==> src/rtl/tim_apb_master.sv <==
// Single-outstanding APB master bridge for the timer slave port.
// Turns a valid/ready request/response pair into APB SETUP/ACCESS sequences with a wait-state timeout.
module tim_apb_master #(
    parameter int ADDR_W      = 12,
    parameter int DATA_W      = 32,
    parameter int TIMEOUT_CYC = 256
) (
    input  logic                  sys_clk,
    input  logic                  sys_rst,
    input  logic                  req_valid,
    output logic                  req_ready,
    input  logic                  req_write,
    input  logic [ADDR_W-1:0]     req_addr,
    input  logic [DATA_W-1:0]     req_wdata,
    input  logic [DATA_W/8-1:0]   req_strb,
    output logic                  rsp_valid,
    input  logic                  rsp_ready,
    output logic [DATA_W-1:0]     rsp_rdata,
    output logic                  rsp_err,
    output logic                  rsp_timeout,
    output logic                  busy,
    output logic                  tim_psel,
    output logic                  tim_penable,
    output logic                  tim_pwrite,
    output logic [ADDR_W-1:0]     tim_paddr,
    output logic [DATA_W-1:0]     tim_pwdata,
    output logic [DATA_W/8-1:0]   tim_pstrb,
    input  logic [DATA_W-1:0]     tim_prdata,
    input  logic                  tim_pready,
    input  logic                  tim_pslverr
);

    localparam int CNT_W = (TIMEOUT_CYC > 0) ? $clog2(TIMEOUT_CYC + 1) : 1;
    localparam logic [CNT_W-1:0] CNT_MAX = '1;
    localparam logic [CNT_W-1:0] CNT_LIM = CNT_W'(TIMEOUT_CYC);

    typedef enum logic [1:0] {
        S_IDLE,
        S_SETUP,
        S_ACCESS,
        S_RESP
    } state_t;

    state_t                r_state;
    logic [CNT_W-1:0]      r_cnt;
    logic                  r_req_ready;
    logic                  r_busy;
    logic                  r_psel;
    logic                  r_penable;
    logic                  r_pwrite;
    logic [ADDR_W-1:0]     r_paddr;
    logic [DATA_W-1:0]     r_pwdata;
    logic [DATA_W/8-1:0]   r_pstrb;
    logic                  r_rsp_valid;
    logic [DATA_W-1:0]     r_rsp_rdata;
    logic                  r_rsp_err;
    logic                  r_rsp_timeout;

    logic [CNT_W-1:0]      w_cnt_next;
    logic                  w_timeout_hit;

    // Saturating wait-state count; the limit is tested against the post-increment value
    // so the abort lands on the edge that ends the TIMEOUT_CYC-th stalled ACCESS cycle.
    assign w_cnt_next    = (r_cnt == CNT_MAX) ? r_cnt : r_cnt + CNT_W'(1);
    assign w_timeout_hit = (TIMEOUT_CYC > 0) && (w_cnt_next == CNT_LIM);

    // NOTE: all state here is updated with non-blocking assignments so every branch reads
    // the pre-edge values; blocking assignments would leak next-state values into later lines.
    always_ff @(posedge sys_clk) begin
        if (sys_rst) begin
            r_state       <= S_IDLE;
            r_cnt         <= '0;
            r_req_ready   <= 1'b1;
            r_busy        <= 1'b0;
            r_psel        <= 1'b0;
            r_penable     <= 1'b0;
            r_pwrite      <= 1'b0;
            r_paddr       <= '0;
            r_pwdata      <= '0;
            r_pstrb       <= '0;
            r_rsp_valid   <= 1'b0;
            r_rsp_rdata   <= '0;
            r_rsp_err     <= 1'b0;
            r_rsp_timeout <= 1'b0;
        end else begin
            case (r_state)
                S_IDLE: begin
                    if (req_valid) begin
                        r_req_ready <= 1'b0;
                        r_busy      <= 1'b1;
                        r_pwrite    <= req_write;
                        r_paddr     <= req_addr;
                        r_pwdata    <= req_wdata;
                        r_pstrb     <= req_write ? req_strb : '0;
                        if (req_addr[1:0] != 2'b00) begin
                            r_state     <= S_RESP;
                            r_rsp_valid <= 1'b1;
                            r_rsp_err   <= 1'b1;
                        end else begin
                            r_state <= S_SETUP;
                            r_psel  <= 1'b1;
                            r_cnt   <= '0;
                        end
                    end
                end
                S_SETUP: begin
                    r_state   <= S_ACCESS;
                    r_penable <= 1'b1;
                end
                S_ACCESS: begin
                    if (tim_pready) begin
                        r_state     <= S_RESP;
                        r_psel      <= 1'b0;
                        r_penable   <= 1'b0;
                        r_rsp_valid <= 1'b1;
                        r_rsp_err   <= tim_pslverr;
                        r_rsp_rdata <= (!r_pwrite && !tim_pslverr) ? tim_prdata : '0;
                    end else begin
                        r_cnt <= w_cnt_next;
                        if (w_timeout_hit) begin
                            r_state       <= S_RESP;
                            r_psel        <= 1'b0;
                            r_penable     <= 1'b0;
                            r_rsp_valid   <= 1'b1;
                            r_rsp_err     <= 1'b1;
                            r_rsp_timeout <= 1'b1;
                            r_rsp_rdata   <= '0;
                        end
                    end
                end
                S_RESP: begin
                    if (rsp_ready) begin
                        r_state       <= S_IDLE;
                        r_req_ready   <= 1'b1;
                        r_busy        <= 1'b0;
                        r_rsp_valid   <= 1'b0;
                        r_rsp_rdata   <= '0;
                        r_rsp_err     <= 1'b0;
                        r_rsp_timeout <= 1'b0;
                    end
                end
                default: r_state <= S_IDLE;
            endcase
        end
    end

    assign req_ready   = r_req_ready;
    assign busy        = r_busy;
    assign tim_psel    = r_psel;
    assign tim_penable = r_penable;
    assign tim_pwrite  = r_pwrite;
    assign tim_paddr   = r_paddr;
    assign tim_pwdata  = r_pwdata;
    assign tim_pstrb   = r_pstrb;
    assign rsp_valid   = r_rsp_valid;
    assign rsp_rdata   = r_rsp_rdata;
    assign rsp_err     = r_rsp_err;
    assign rsp_timeout = r_rsp_timeout;

endmodule

==> config.mk <==
export PLATFORM = sky130hd
export DESIGN_NAME = tim_apb_master
export DESIGN_NICKNAME = d
export VERILOG_FILES = /design/src/rtl/tim_apb_master.sv
export SDC_FILE = /design/constraint.sdc
export NUM_CORES = 1
export LEC_CHECK = 0
export CORE_UTILIZATION = 45
export CTS_CLUSTER_SIZE = 20
export DETAILED_ROUTE_END_ITERATION = 8
export PLACE_DENSITY = 0.95
export SLEW_MARGIN = 5
export SYNTH_ARGS = -nofsm -noshare
export SYNTH_HDL_FRONTEND = slang
export SYNTH_SLANG_ARGS = --single-unit
==> constraint.sdc <==
create_clock -name sys_clk -period 4.45 [get_ports sys_clk]
set_input_delay 1.335 -clock sys_clk [delete_from_list [all_inputs] [get_ports sys_clk]]
set_output_delay 1.335 -clock sys_clk [all_outputs]
set_load 0.02 [all_outputs]
Yosys cells after proc, flatten, opt, wreduce, memory -nomap -nowiden
Cells that the tools add are included.
{ "word_totals": {"romBits": 0, "memories": 0, "in_bits": 87, "output_inout_bits": 88, "reg_bits": 99, "latch_bits": 0, "ram_bits": 0} }
{ "classes": {"shifts": 0, "div": 0, "reduce_logical": 19, "n_eq_ne": 12, "n_bitwise": 0, "magnitude_cmp": 0, "mux": 38, "n_addsub": 1, "mul": 0} }
{ "ops": {"columns": ["op", "count"], "rows": [
  ["two-way mux 32 bit", 4],
  ["case mux 32 bit (2 select lines)", 1],
  ["two-way mux 9 bit", 4],
  ["== test 9 bit (second input constant)", 2],
  ["case mux 9 bit (2 select lines)", 1],
  ["two-way mux 1 bit", 14],
  ["inequality test 2 bit (second input constant)", 6],
  ["AND reduction 4 bit", 3],
  ["two-way mux 2 bit", 5],
  ["case mux 1 bit (2 select lines)", 5],
  ["nonzero test 2 bit", 5],
  ["adder 9 x 1 -> 9 bit (second input constant)", 1],
  ["AND reduction 3 bit", 3],
  ["case mux 2 bit (4 select lines)", 1],
  ["case mux 1 bit (3 select lines)", 2],
  ["AND reduction 5 bit", 1],
  ["== test 2 bit (second input constant)", 2],
  ["two-way mux 4 bit", 1],
  ["AND reduction 2 bit", 2],
  ["inequality test 3 bit (second input constant)", 1],
  ["nonzero test 3 bit", 1],
  ["== test 2 x 1 -> 1 bit (second input constant)", 1],
  ["zero test 1 bit", 2],
  ["zero test 2 bit", 1],
  ["logical AND 1 bit", 1]
]} }

Depth between registers and ports, before layout
{ "logic_depth": {"depth_word": 6, "depth_mapped": 8, "ltp_nobuf": 7} }

Least setup slack after synthesis
Ideal clock, no wire load.
{ "synth_timing": {"path_type": "input -> register", "start": "input sys_rst", "end": "register r_rsp_rdata[0] (netlist: rsp_rdata[0])", "path_slack_ns": 1.925, "cell_stages": 4, "required_ns": 4.390, "arrival_time_ns": 2.465, "setup_ns": 0.060, "path_cell_list": "clkbuf_1 -> nor4_1 -> clkbuf_1 -> a22o_1"} }
{ "synth_rtl": {"columns": ["item", "line_no", "rtl"], "rows": [
  ["start, declared", "9", "input logic sys_rst,"],
  ["end signal, assigned", "117", "r_rsp_rdata <= (!r_pwrite && !tim_pslverr) ? tim_prdata : '0;"],
  ["end, declared", "55", "logic [DATA_W-1:0] r_rsp_rdata;"]
]} }

Worst setup path in the final report
{ "layout_timing": {"start": "input req_addr[0]", "end": "register r_cnt[1]"} }
{ "layout_via": {"elab_chain_len": 3} }
{ "layout_rtl": {"columns": ["item", "line_no", "rtl"], "rows": [
  ["start, declared", "13", "input logic [ADDR_W-1:0] req_addr,"],
  ["nonzero test 2 bit", "95", "if (req_addr[1:0] != 2'b00) begin"],
  ["inequality test 2 bit (no line)", null, null],
  ["AND reduction 4 bit (no line)", null, null],
  ["end signal, assigned", "119", "r_cnt <= w_cnt_next;"],
  ["end, declared", "45", "logic [CNT_W-1:0] r_cnt;"]
]} }
No other way between the ends.
A chain may end at the register's enable or synchronous reset.

==> results_dict.tcl <==
set metrics [dict create \
    status "complete, no violations" \
    grt_pass1_wl_um 17000 \
    synth-compound-area-share_pct 22.6 \
    drt-total-wl_um 11000 \
    path_delay_family "compound AO/OA/AOI/OAI gates" \
    fin_area_um2 5830 \
    mostFrequentLayoutCells "clkdlybuf4s50_1, nand2_1, dfxtp_1" \
    leakagePower_nw 2.17 \
    ir_drop_v 0.000243 \
    numCtsBuffers 9 \
    fin_setup_tns_ns 0 \
    cp-endpoint "r_cnt[1]" \
    grt_pass1_vias 3685 \
    clkTransAtPathRegs_ns 0.10 \
    utilization_pct 70.9 \
    area.growth.synth_to_final_pct 52.0 \
    synth_nets 536 \
    netlist_area_um2 3830 \
    yosys.area_share.xor_xnor_pct 0 \
    grt_usage_pct 24.3 \
    placed_area_um2 5610 \
    layout-drive-gt1-share_pct 4.76 \
    drt_iter0_markers 92 \
    critPathCaptureType "flop" \
    skew_ns 0.00943 \
    maxSlewViolCount 0 \
    reg2reg_depth 8 \
    yosys.area_share.adder_pct 1.63 \
    layout.cells.non_filler 714 \
    drc 0 \
    io_buffers 174 \
    slew-limit-headroom_pct 37.3 \
    yosysWarnings 0 \
    r2r-start "r_cnt[0]" \
    dp_worst_setup_slack_ns 1.27 \
    cts_tree "built" \
    synth_flop_cell "dfxtp_1" \
    h-tree-depth 3 \
    synth.ff_latch_count 99 \
    cap_violations 0 \
    crit_buf_inv 1 \
    drt_pass1_iterations 4 \
    vias 3804 \
    final_common_cell "clkdlybuf4s50_1" \
    vias_per_cell 5.33 \
    setup_viol 0 \
    cp-start-kind "input pin" \
    ant_nets 0 \
    row_count 33 \
    worst_slack_ns 1.61 \
    ff2ff_setup_slack_ns 1.67 \
    tightest_slew_ns 0.940 \
    async_flop_share_pct 0 \
    crit_start "req_addr[0]" \
    cp_data_arrival_time_ns 3.06 \
    wl_per_cell_um 15.4 \
    path_cells "clkdlybuf4s50_1, nor2_1, a21bo_2, o21ai_0, a21o_1, a22oi_1, nor2_1" \
    place_hpwl_um 8040 \
    power.total_mw 2.60 \
    grt_max_degree 53 \
    syn_inst 444 \
    antenna_cells 0 \
    die_h_um 94.3 \
    die_x_um 94.3 \
    clkLatencyLatePin_ns 0.35 \
    hp-class "flop to flop" \
    worst-path-max-fanout 7 \
    fin_hold_ws_ns 0.455 \
    place.gp.congestion 0.917 \
    synth_cell_types 47 \
    start_util_pct 46.6 \
    finalCritPeriodShare_pct 63.8 \
    path_depth 7 \
    nets 696 \
    dpl.cell_count 698 \
    grt-ovfl-total 0 \
    hold_violations 0 \
    synthMuxAreaShare_pct 0.555 \
    antenna_found_initial 0 \
    path_class "input pin to flop" \
    synth-edff-count 0 \
    die_area_um2 8890 \
    synth_top_family_by_area "compound AO/OA/AOI/OAI gates" \
    yosys.area_share.simple_pct 19.5 \
    cpMaxStageDelayCell "clkdlybuf4s50_1" \
    fin_crit_ns 2.84 \
    critPathMostFrequentCell "nor2_1" \
    grt_setup_unrepaired "no" \
    required_ns 4.67 \
    timing.rr.end "rsp_rdata[30]" \
    postCtsHoldBufs 0 \
    coreArea_um2 8220 \
    cts.sinks 99 \
    avgSynthCellArea_um2 8.63 \
    cts_resized 0 \
    p_per_area_nw_per_um2 447 \
    fmax_ghz 0.352 \
    cts_root_buffer "clkbuf_8" \
    ios 175 \
    yosysSeqAreaShare_pct 51.7 \
    post_cts_buffers 0 \
    slowest_delay_ns 0.44 \
    clock_tree.buffer_depth 2 \
]
## state kept, by name, indices dropped and copies added (netlist names)
register and cells:
tim_pstrb 4, tim_paddr 12, tim_psel 1, req_ready 1
rsp_valid 1, busy 1, tim_penable 1, rsp_rdata 32
tim_pwrite 1, tim_pwdata 32, rsp_err 1, r_state 2
r_cnt 9, rsp_timeout 1
## per-layer routing
metal  vias up  GRT usage, %  wire length, um
li1       1862             -                -
met1      1772          26.5             4190
met2       152          44.6             5620
met3        18          6.07              932
met4         0          9.10              221
met5         -             0                0
## power by group
group | switching [mW] | total (mW) | internal (mW)
Combinational | 0.508 | 0.910 | 0.402
Clock | 0.305 | 0.627 | 0.321
Sequential | 0.0651 | 1.07 | 1.00
Total | 0.878 | 2.60 | 1.72
## kinds of logic (layout without fill, tap and decap cells)
| group | Yosys count | in the layout |
|---|---|---|
| simple gates | 170 | 170 |
| compound gates | 134 | 134 |
| flops | 99 | 99 |
| buf+inv | 34 | 199 |
| fa+ha+maj | 5 | 5 |
| mux | 2 | 2 |
## Yosys cell counts, types with 2 or more instances
cell type / n / area share (%)
a22o_1: 32 / 7.3
and3_1: 2 / 0.33
nand2_1: 110 / 11
nor3_1: 6 / 0.78
nor3b_1: 2 / 0.39
buf_6: 3 / 0.88
nand3_1: 6 / 0.78
and2_1: 4 / 0.65
nand2b_1: 4 / 0.65
clkbuf_1: 24 / 2.4
nor4_1: 2 / 0.33
o21ai_0: 15 / 2.0
and4_1: 2 / 0.46
a21oi_1: 68 / 8.9
ha_1: 5 / 1.6
inv_1: 4 / 0.39
dfxtp_1: 99 / 52
buf_1: 2 / 0.20
nor2_1: 19 / 1.9
nand4_1: 3 / 0.49
nor2b_1: 5 / 0.82
a211oi_1: 2 / 0.39
## worst min path at each step
stage,startpoint,to,slack (ns),depth (start not counted)
after global placement,tim_pstrb[0],tim_pstrb[0],0.44,2
after floorplan,r_cnt[8],r_cnt[8],0.46,2
after global routing,tim_pstrb[2],tim_pstrb[2],0.48,2
after CTS,tim_pstrb[3],tim_pstrb[3],0.46,2
final,tim_pstrb[3],tim_pstrb[3],0.45,2
after detailed placement,tim_pstrb[3],tim_pstrb[3],0.44,2
## worst min-delay path, cell delays in order, from the launching register on
cell and delay [ns]:
dfxtp_1 0.32, nand2_1 0.05, a21oi_1 0.05
## layout make-up
| cell class | instances | area, um2 |
|---|---|---|
| fill | 627 | 2390 |
| tap | 105 | 131 |
| timing repair buffer | 179 | 1770 |
| clock buffer | 11 | 131 |
| clock inverter | 5 | 86.3 |
| multi-input combinational | 311 | 1710 |
| inverter | 4 | 15.0 |
| sequential | 99 | 1980 |
(Power assumes the default switching activity.)
